==> config.mk <==
export PLATFORM = sky130hd
export DESIGN_NAME = uart_rx_frame
export DESIGN_NICKNAME = d
export VERILOG_FILES = /design/src/rtl/uart_pkg.sv /design/src/rtl/uart_rx_sync.sv /design/src/rtl/uart_rx_frame.sv
export SDC_FILE = /design/constraint.sdc
export NUM_CORES = 1
export LEC_CHECK = 0
export CORE_ASPECT_RATIO = 1.25
export CORE_MARGIN = 2
export CORE_UTILIZATION = 52
export DETAILED_ROUTE_END_ITERATION = 8
export HOLD_SLACK_MARGIN = 0.12
export PLACE_DENSITY_LB_ADDON = 0.05
export SYNTH_ARGS = -nofsm -noshare
export SYNTH_HDL_FRONTEND = slang
export SYNTH_SLANG_ARGS = --single-unit
==> constraint.sdc <==
create_clock -name clk -period 1.7 [get_ports clk]
set_input_delay 0.255 -clock clk [delete_from_list [all_inputs] [get_ports clk]]
set_output_delay 0.255 -clock clk [all_outputs]
set_load 0.1 [all_outputs]
==> src/rtl/uart_pkg.sv <==
// Shared types and constants for the UART receive path.
package uart_pkg;

  typedef enum logic [2:0] {
    ST_IDLE,
    ST_START,
    ST_DATA,
    ST_PARITY,
    ST_STOP
  } rx_state_e;

  localparam int PAR_NONE = 0;
  localparam int PAR_ODD  = 1;
  localparam int PAR_EVEN = 2;

  localparam int DEFAULT_DATA_BITS = 8;

  // ones_xor is the XOR of every data bit and the received parity bit.
  function automatic logic parity_error(input logic ones_xor, input int mode);
    case (mode)
      PAR_ODD:  return ~ones_xor;
      PAR_EVEN: return ones_xor;
      default:  return 1'b0;
    endcase
  endfunction

endpackage

==> src/rtl/uart_rx_sync.sv <==
// Two-flop synchronizer for the asynchronous serial line plus a falling-edge detector.
module uart_rx_sync (
  input  logic clk,
  input  logic rst,
  input  logic rs232_rx,
  output logic rx_sync,
  output logic rx_fall
);

  logic sync1_q;
  logic sync2_q;
  logic edge_q;

  // Everything resets to the idle-high line level so reset never fakes an edge.
  always_ff @(posedge clk) begin
    if (rst) begin
      sync1_q <= 1'b1;
      sync2_q <= 1'b1;
      edge_q  <= 1'b1;
    end else begin
      // NOTE: non-blocking assignments so each stage takes the pre-edge value of the one before it.
      sync1_q <= rs232_rx;
      sync2_q <= sync1_q;
      edge_q  <= sync2_q;
    end
  end

  assign rx_sync = sync2_q;
  assign rx_fall = edge_q & ~sync2_q;

endmodule

==> src/rtl/uart_rx_frame.sv <==
// UART receive framer: start detection, baud-run request, bit sampling on the
// generator strobe, and a one-entry valid/ready output register with status.
module uart_rx_frame
  import uart_pkg::*;
#(
  parameter int DATA_BITS = DEFAULT_DATA_BITS,
  parameter int PARITY    = PAR_NONE
) (
  input  logic                 clk,
  input  logic                 rst,
  input  logic                 rs232_rx,
  output logic                 bps_start,
  input  logic                 clk_bps,
  output logic [DATA_BITS-1:0] rx_data,
  output logic                 rx_valid,
  input  logic                 rx_ready,
  output logic                 rx_ferr,
  output logic                 rx_perr,
  output logic                 rx_overrun
);

  localparam int CNT_W = $clog2(DATA_BITS);
  localparam logic [CNT_W-1:0] LAST_BIT = CNT_W'(DATA_BITS - 1);

  rx_state_e state_q, state_d;
  logic                 rx_sync;
  logic                 rx_fall;
  logic [CNT_W-1:0]     bit_cnt_q;
  logic [DATA_BITS-1:0] shift_q;
  logic                 par_q;
  logic                 complete;
  logic                 frame_perr;

  uart_rx_sync u_sync (
    .clk      (clk),
    .rst      (rst),
    .rs232_rx (rs232_rx),
    .rx_sync  (rx_sync),
    .rx_fall  (rx_fall)
  );

  always_ff @(posedge clk) begin
    if (rst) begin
      state_q   <= ST_IDLE;
      bps_start <= 1'b0;
    end else begin
      state_q   <= state_d;
      bps_start <= (state_d != ST_IDLE);
    end
  end

  always_comb begin
    // NOTE: defaults first, so every path through the case assigns everything and no latch appears.
    state_d  = state_q;
    complete = 1'b0;
    unique case (state_q)
      ST_IDLE:   if (rx_fall) state_d = ST_START;
      ST_START:  if (clk_bps) state_d = rx_sync ? ST_IDLE : ST_DATA;
      ST_DATA:   if (clk_bps && bit_cnt_q == LAST_BIT)
                   state_d = (PARITY != PAR_NONE) ? ST_PARITY : ST_STOP;
      ST_PARITY: if (clk_bps) state_d = ST_STOP;
      ST_STOP: begin
        if (clk_bps) begin
          state_d  = ST_IDLE;
          complete = 1'b1;
        end
      end
      default:   state_d = ST_IDLE;
    endcase
  end

  // First bit received lands in the LSB after DATA_BITS right shifts.
  always_ff @(posedge clk) begin
    if (rst) begin
      bit_cnt_q <= '0;
      shift_q   <= '0;
      par_q     <= 1'b0;
    end else if (clk_bps) begin
      if (state_q == ST_START) bit_cnt_q <= '0;
      if (state_q == ST_DATA) begin
        shift_q   <= {rx_sync, shift_q[DATA_BITS-1:1]};
        bit_cnt_q <= bit_cnt_q + 1'b1;
      end
      if (state_q == ST_PARITY) par_q <= rx_sync;
    end
  end

  assign frame_perr = parity_error(^shift_q ^ par_q, PARITY);

  // A completion while the held character is still unaccepted drops the new one.
  always_ff @(posedge clk) begin
    if (rst) begin
      rx_data    <= '0;
      rx_valid   <= 1'b0;
      rx_ferr    <= 1'b0;
      rx_perr    <= 1'b0;
      rx_overrun <= 1'b0;
    end else begin
      rx_overrun <= 1'b0;
      if (complete && (!rx_valid || rx_ready)) begin
        rx_data  <= shift_q;
        rx_ferr  <= ~rx_sync;
        rx_perr  <= frame_perr;
        rx_valid <= 1'b1;
      end else begin
        if (complete) rx_overrun <= 1'b1;
        if (rx_valid && rx_ready) rx_valid <= 1'b0;
      end
    end
  end

endmodule
==> out/results.tsv <==
metric	value	unit
status	finished clean	
clock buffer depth	2	
post-synthesis sequential area ratio	47.3	%
clock buffer count from CTS	5	
Post-CTS Setup Bufs	0	
vias per inst	5.46	
Yosys cell types	32	
initial antenna violation count	0	
critical path launch point type	register	
drt pass-1 iters	4	
Final min period	1.39	ns
global-route wire length before repair	4140	um
Fin Setup TNS	0	ns
met1 usage	24.7	%
PwrDens	827	nW/um2
hold crit path type	reg -> reg	
Max transition margin	58.9	%
number of hold buffers added after cts	0	
# setup viols final	0	
critical path arrival	1.61	ns
end-of-flow core utilization	73.1	%
diode count	0	
hold_sp	u_sync.sync1_q$_SDFF_PP1_	
syn nets	137	
Max Slew Vio Count	0	
area grow syn2layout	31.5	%
Static Leak	0.580	nW
Clock power frac	43.6	%
Post-Syn Instances	130	
io pins	18	
CTS tree	built	
Tcrit/Tclk final	81.5	%
Final GP Congestion	0.793	
CP endpoint kind	register	
Die ar.	2770	um2
# port buffers	16	
clk root buf	clkbuf_4	
mapped cell area	1230	um2
antenna-violating nets left	0	
CP max FO	15	
DR vias	977	
fill cell total of the finished layout	174	
routed wire length	2530	um
max cap viols	0	
top cells by count, synth	29 x dfxtp_1, 13 x a21oi_1, 12 x nor2_1	
Critical Path Source	state_q[1]$_SDFF_PP0_	
kind of critical path	reg -> reg	
H-tree lvl count	2	
Sequential Power Share	51.6	%
worst-margin pin slew	0.615	ns
core area	2210	um2
net count reported at finish	154	
leading area contributor after synthesis	dfxtp_1	
top-area cell type share of the netlist area	47.3	%
met2 global-route usage	34.6	%
Initial Utilization	55.6	%
GR Util All Layers	21.3	%
number of global-route vias before repair	923	
Detail Placement HPWL	1750	um
EDFF count, synth	0	
wire length per cell	14.2	um
clk slew on worst S/H paths	0.09	ns
chip height	58.3	um
Worst Path Required	1.93	ns
GRT Max-Usage Layer	met2	
RSZ-0062 raised after global routing	false	
grt met3 use	6.75	%
Sw Share	20.6	%
Switch Pwr	0.000275	W
maximum vdd drop	852	uV
R2R Path Start	state_q[1]$_SDFF_PP0_	
Resize count post-CTS	0	
Post-Syn Area per Cell	9.45	um2
most common cell in the netlist	dfxtp_1	
Clock Latency Late Sink	0.32	ns
Comb pwr share	4.8	%
largest net degree at the start of global routing	16	
Synth Warn #	0	
Horiz. Die Dim	47.5	um
# DRC	0	
grt total ovfl	0	
f_max	722	MHz
Setup Skew	0.00710	ns
synthesized flop and latch total	29	
Core Rows	19	
Synth async-reset ratio	0	%
Iter 0 DRT Violations	21	
ranking of synthesized cells by area	dfxtp_1 47%, mux2i_1 6.5%, a21oi_1 5.3%, o21ai_0 3.7%, nor2_1 3.7%	
Main synth FF type	dfxtp_1	
Power Internal	0.00106	W
clk sink count	29	
final hold viol count	0	
fraction of layout cells with a size suffix above 1	20.3	%
==> cells in the final DEF (no fill, tap or decap), drive strengths merged, types with 4 or more instances in the layout <==
master | synthesis | routed
nor2 | 12 | 12
nor2b | 4 | 4
mux2i | 8 | 8
o21ai | 13 | 13
clkdlybuf4s50 | 0 | 4
a21oi | 13 | 13
nand2b | 4 | 4
buf | 8 | 19
clkbuf | 5 | 7
dfxtp | 29 | 29
nand3 | 8 | 8
==> per-stage QoR <==
step	hold WS, ns	area, um2	cells	total power [W]	worst slack (ns)
after global routing	0.430	1620	179	0.00139	0.207
after detailed placement	0.396	1530	171	0.000769	0.0191
after floorplan	0.359	1230	130	0.000748	0.319
after CTS	0.417	1620	179	0.00135	0.326
after global placement	0.393	1530	171	0.000768	0.0726
final	0.416	1620	179	0.00134	0.315
==> layout make-up <==
cell class | instances | area (um2) | area share (%)
clock inverters | 1 | 30.0 | 1.86
flip-flops and latches | 29 | 582 | 36.0
clock buffers | 7 | 55.1 | 3.41
well taps | 31 | 38.8 | 2.40
multi-input cells | 87 | 561 | 34.7
repair buffers | 23 | 345 | 21.4
inverters | 1 | 3.75 | 0.232
==> worst paths after layout <==
kind / to / slack (ns) / cells past startpoint
worst min register to register: u_sync.rx_sync$_SDFF_PP1_ / 0.42 / 1
worst max-delay path: shift_q[3]$_SDFFE_PP0P_ / 0.31 / 4
worst max register to register: shift_q[3]$_SDFFE_PP0P_ / 0.31 / 4
worst min-delay path: u_sync.rx_sync$_SDFF_PP1_ / 0.42 / 1
==> cells by family after synthesis <==
family,Yosys count,synth area share (%)
AND/OR/NAND/NOR,43,21.8
AO/OA/AOI/OAI,33,15.0
flip-flops,29,47.3
buffers and inverters,14,7.13
multiplexers,8,6.52
adder cells (fa/ha/maj),2,2.04
other,1,0.305
==> registers in the layout, summed over array words and instances, names as in the netlist <==
signal / count
u_sync.sync1_q: 1
shift_q: 8
u_sync.edge_q: 1
rx_valid: 1
bps_start: 1
bit_cnt_q: 3
rx_overrun: 1
state_q: 3
u_sync.rx_sync: 1
rx_data: 8
rx_ferr: 1
==> per-layer routing <==
layer  share of wire [%]  wire (um)  vias to the layer above
met1                  43       1080                      468
met3                 3.5         88                        4
met5                   0          0                        -
met2                  52       1330                       17
li1                    -          -                      488
met4                 1.5         38                        0
==> power by group through the flow <==
stage / registers [W] / clock network (W) / logic, W
finish: 0.000689 / 0.000583 / 0.0000641
floorplan: 0.000709 / 0 / 0.0000387
detailed placement: 0.000705 / 0 / 0.0000641
global route: 0.000690 / 0.000629 / 0.0000678
CTS: 0.000689 / 0.000596 / 0.0000643
global placement: 0.000705 / 0 / 0.0000627
==> worst max-delay path, stage by stage (launching register included) <==
cell and delay [ns]:
dfxtp_1 0.59, and4bb_1 0.31, buf_12 0.14, mux2i_1 0.19, nor2_1 0.05
(Power assumes the default switching activity.)
